===== src/rtl/exc_commit.sv =====
// exc_commit: precise-exception commit stage arbitrating interrupt, exceptions and ERET toward cp0 and fetch
module exc_commit #(
    parameter logic [31:0] EXC_VECTOR = 32'hBFC0_0380
) (
    input  logic        clk,
    input  logic        rst,
    input  logic        in_valid,
    output logic        in_ready,
    input  logic [31:0] in_pc,
    input  logic        in_bd,
    input  logic        in_adel_if,
    input  logic        in_ri,
    input  logic        in_ov,
    input  logic        in_sys,
    input  logic        in_bp,
    input  logic        in_adel_ld,
    input  logic        in_ades,
    input  logic        in_eret,
    input  logic [31:0] in_daddr,
    input  logic        cp0_has_int,
    input  logic [31:0] cp0_epc,
    output logic        w_cp0_update_ena,
    output logic [4:0]  w_cp0_exccode,
    output logic        w_cp0_bd,
    output logic        w_cp0_exl,
    output logic [31:0] w_cp0_epc,
    output logic        w_cp0_badvaddr_ena,
    output logic [31:0] w_cp0_badvaddr,
    output logic        cp0_cls_exl,
    output logic        flush,
    output logic        redirect_valid,
    output logic [31:0] redirect_pc,
    input  logic        redirect_ready
);

    typedef enum logic {IDLE, REDIRECT} state_t;

    state_t      state;
    logic        acc;
    logic        exc;
    logic        eret;
    logic        bva;
    logic        mid;
    logic [4:0]  code;
    logic [31:0] bv;
    logic [31:0] epc;

    assign in_ready = (state == IDLE);
    assign acc      = in_valid && in_ready;

    // fixed-priority decode of the retiring instruction's events
    always_comb begin
        mid  = in_ri || in_ov || in_sys || in_bp;
        exc  = cp0_has_int || in_adel_if || mid || in_adel_ld || in_ades;
        eret = in_eret && !exc;
        code = cp0_has_int ? 5'h00 :
               in_adel_if  ? 5'h04 :
               in_ri       ? 5'h0A :
               in_ov       ? 5'h0C :
               in_sys      ? 5'h08 :
               in_bp       ? 5'h09 :
               in_adel_ld  ? 5'h04 : 5'h05;
        bva  = !cp0_has_int && (in_adel_if || (!mid && (in_adel_ld || in_ades)));
        bv   = in_adel_if ? in_pc : in_daddr;
        epc  = in_bd ? in_pc - 32'd4 : in_pc;
    end

    // commit FSM with registered cp0 writes, flush pulse and held redirect
    always_ff @(posedge clk or negedge rst) begin
        if (!rst) begin
            state              <= IDLE;
            w_cp0_update_ena   <= 1'b0;
            w_cp0_exccode      <= 5'h00;
            w_cp0_bd           <= 1'b0;
            w_cp0_exl          <= 1'b0;
            w_cp0_epc          <= 32'h0;
            w_cp0_badvaddr_ena <= 1'b0;
            w_cp0_badvaddr     <= 32'h0;
            cp0_cls_exl        <= 1'b0;
            flush              <= 1'b0;
            redirect_valid     <= 1'b0;
            redirect_pc        <= 32'h0;
        end else begin
            w_cp0_update_ena   <= 1'b0;
            w_cp0_badvaddr_ena <= 1'b0;
            cp0_cls_exl        <= 1'b0;
            flush              <= 1'b0;
            case (state)
                IDLE: begin
                    if (acc && exc) begin
                        state              <= REDIRECT;
                        w_cp0_update_ena   <= 1'b1;
                        w_cp0_exccode      <= code;
                        w_cp0_bd           <= in_bd;
                        w_cp0_exl          <= 1'b1;
                        w_cp0_epc          <= epc;
                        w_cp0_badvaddr_ena <= bva;
                        flush              <= 1'b1;
                        redirect_valid     <= 1'b1;
                        redirect_pc        <= EXC_VECTOR;
                        if (bva) w_cp0_badvaddr <= bv;
                    end else if (acc && eret) begin
                        state          <= REDIRECT;
                        cp0_cls_exl    <= 1'b1;
                        flush          <= 1'b1;
                        redirect_valid <= 1'b1;
                        redirect_pc    <= cp0_epc;
                    end
                end
                REDIRECT: begin
                    if (redirect_ready) begin
                        state          <= IDLE;
                        redirect_valid <= 1'b0;
                    end
                end
                default: state <= IDLE;
            endcase
        end
    end

endmodule


===== config.mk =====
export PLATFORM = sky130hd
export DESIGN_NAME = exc_commit
export DESIGN_NICKNAME = d
export VERILOG_FILES = /design/src/rtl/exc_commit.sv
export SDC_FILE = /design/constraint.sdc
export NUM_CORES = 1
export LEC_CHECK = 0
export CAP_MARGIN = 15
export CORE_MARGIN = 10
export CORE_UTILIZATION = 46
export DETAILED_ROUTE_END_ITERATION = 10
export PLACE_DENSITY_LB_ADDON = 0.08
export SKIP_LAST_GASP = 1
export SYNTH_ARGS = -nofsm -noshare
export SYNTH_HDL_FRONTEND = slang
export SYNTH_SLANG_ARGS = --single-unit
export TNS_END_PERCENT = 20

===== constraint.sdc =====
create_clock -name clk -period 5.1 [get_ports clk]
set_input_delay 1.02 -clock clk [delete_from_list [all_inputs] [get_ports clk]]
set_output_delay 1.02 -clock clk [all_outputs]
set_load 0.01 [all_outputs]

==> results.md <==
- Final Critical Period: ~3 ns
- Nets@finish: just over 800
- Drt wl/cell: approximately 19 um
- Setup TNS: 0 ns
- Worst skew pair latency: 0.36 ns
- Core Region: 10,980 um2
- Initial antenna violation count: 0
- Final Skew: a little over 0.006 ns
- Filler cells: ~850
- Multi-input gate area: ~2300 um2
- # rows: 38
- Worst setup margin: approximately 2.1 ns
- Largest net degree at the start of global routing: 75
- Count of pins over their slew limit: 0
- Startpoint Class: input port
- Area fraction of the dominant cell type after synthesis: roughly half
- GR Overflow Total: 0
- Initial DRC count: 284
- Number of gates resized after cts: 0
- Max_slew headroom: a little under two fifths
- Required time worst endpoint: between 5 and 6 ns
- Ys Warns: 0
- Post-synth EDFFs: 0
- Peak VDD IR: 209.7 uV
- Final Hold Fails: 0
- Util after Layout: a little over 70%
- Initial core utilization: around 47%
- Pre-antenna DRT Iters: 4
- Setup Fix Bufs, Post-CTS: 0
- Power per cell area: about 320 nW/um2
- GP Congestion: approximately 0.85
- Ranking of synthesized cells by area: dfrtp_1 (52%), mux2_1 (6.9%), mux2_2 (6.9%)
- Detailed placement HPWL: between 10,000 and 15,000 um
- Maximum buffer depth of the clock tree: 2
- Synth Cell Area: about 5200 um2
- Fmax: 331.7 MHz
- CTS tree: done
- FF+latch area: roughly 2700 um2
- Status: finished, final reports clean
- Number of buffers created by CTS: 9
- Fraction of layout cells with a size suffix above 1: under 10%
- Dpl ws: around 1.7 ns
- I/O pins: approximately 220
- Die Wd: 126.4 um
- Critical Path Sink Type: register
- Hold Crit Depth: 2
- Most frequent cells in the layout: clkdlybuf4s50_1 (215), dfrtp_1 (108), nand2_1 (91)
- I/O Buffers: between 200 and 250
- Hold Buf Count CTS: 0
- Leak: about 0.0031 uW
- # DRC: 0
- Max-cap viol count: 0
- Register area share after synthesis: roughly half
- Area growth from synthesis to layout: 48.57%
- Pwr Total: roughly 2500 uW
- Hold path startpoint: w_cp0_bd
- Crit Reg-Reg Endpoint: redirect_pc[3]
- Synthesized flop and latch total: between 100 and 150
- Final period utilization: a little under 60%
- GRT Overall Usage: between 20% and 30%
- WL final: approximately 16,000 um
- Cells after Synth: ~500
- CP Class: input port to register
- Crit path DAT: approximately 3.3 ns
- Root Buffer: clkbuf_16
- RSZ-0062 raised after global routing: false
- Min-Delay Endpoint: w_cp0_bd
- Vias in the first global route: 4,743
- Worst-margin pin slew: ~0.95 ns
- FF-to-FF setup slack: just under 3 ns
- Clock tree sinks: between 100 and 150
- Most common cell after layout, fill and taps aside: clkdlybuf4s50_1
- Top_reg_cell synth: dfrtp_1
- Worst Reg-to-Reg Cells: 5
- Avg Inst Size Synth: between 10 and 15 um2
- First-pass GRT wire length: roughly 26,000 um
- Synth unique cells: 57
- Hold Crit Class: register to register
- # setup viols final: 0
- Via count: around 4,600
- Htree depth: 3
- Syn nets: 607
- # diodes: 0
- Ys async rst share: between 90% and 100%
- Synth area leader: dfrtp_1
- Vert. Die Dim: around 130 um
- Die area: about 16,000 um2
- Post-route antenna net violation count: 0
- Via-per-instance ratio: around 5.4
- CTS clk-pin slew, worst paths: 0.07 ns
- Worst r2r src: state
- Maximum fanout along the worst path: 13
## worst max-delay path, stage by stage
cell and delay [ns]:
clkdlybuf4s50_1 0.62, nor4b_2 0.49, nand2b_1 0.39, or4_1 0.55, a31oi_1 0.20
## synthesized netlist by cell type, types with 6 or more instances
library cell	n
dfrtp_1	108
nand2_1	91
mux2_1	32
mux2_2	32
clkbuf_1	22
nand3_1	20
a21oi_1	18
nor2_1	17
o21ai_1	14
nor3_1	13
or4_1	13
a31oi_1	12
inv_1	8
o31ai_1	8
xor2_1	8
buf_2	6
## final cells by class
| type | count | share of cell area, % |
|---|---|---|
| clock buffer | 13 | 3.494 |
| clock inverter | 3 | 0.2588 |
| inverter | 9 | 0.4368 |
| multi-input combinational | 346 | 30.14 |
| sequential | 108 | 34.94 |
| tap | 140 | 2.265 |
| timing repair buffer | 222 | 28.47 |
## cells by family after synthesis
family	Yosys count	share of synthesized area (%)
fa+ha+maj	1	0.2403
mux	64	13.84
flops	108	51.91
xor+xnor	12	2.019
simple gates	193	19.23
buf+inv	42	3.461
compound gates	75	9.229
other cells	1	0.07203
## per-stage QoR
stage	std cells	hold slack, ns	area, um2
after floorplan	496	0.4586	5206
after global placement	825	0.4512	7445
after detailed placement	825	0.4614	7445
after CTS	841	0.4785	7735
after global routing	841	0.4857	7735
final	841	0.4730	7735
## routing by layer
metal  track usage (%)  up-vias  wire (um)
met4             5.827        0        134
met1             24.25     2224       6355
met3             7.663        9       1808
met2             33.11      159       8009
met5                 0        -          0
li1                  -     2164          -
## state kept, by name, indices dropped and copies added, names as in the netlist
| signal | cells |
|---|---|
| w_cp0_exccode | 4 |
| w_cp0_epc | 32 |
| redirect_valid | 1 |
| w_cp0_update_ena | 1 |
| w_cp0_badvaddr | 32 |
| w_cp0_bd | 1 |
| cp0_cls_exl | 1 |
| w_cp0_badvaddr_ena | 1 |
| state | 1 |
| w_cp0_exl | 1 |
| redirect_pc | 32 |
| flush | 1 |
## worst max path at each step
| stage | startpoint | endpoint | slack [ns] | cells past startpoint |
|---|---|---|---|---|
| 2_1_floorplan | in_pc[18] | w_cp0_epc[24] | 2.53 | 5 |
| 3_3_place_gp | in_adel_if | redirect_pc[1] | 1.77 | 6 |
| 3_5_place_dp | in_bd | w_cp0_epc[21] | 1.69 | 5 |
| 4_1_cts | in_bd | w_cp0_epc[23] | 2.07 | 5 |
| 5_1_grt | cp0_has_int | state | 1.85 | 6 |
| 6_report | in_bd | w_cp0_epc[23] | 2.09 | 5 |
## report_power, final
part | internal [uW] | switching (uW) | total [uW]
Clock | 371 | 310 | 681
Sequential | 1000 | 75.5 | 1080
Combinational | 427 | 315 | 742
Total | 1800 | 700 | 2500
No activity file was read; power rests on OpenSTA's default activity.
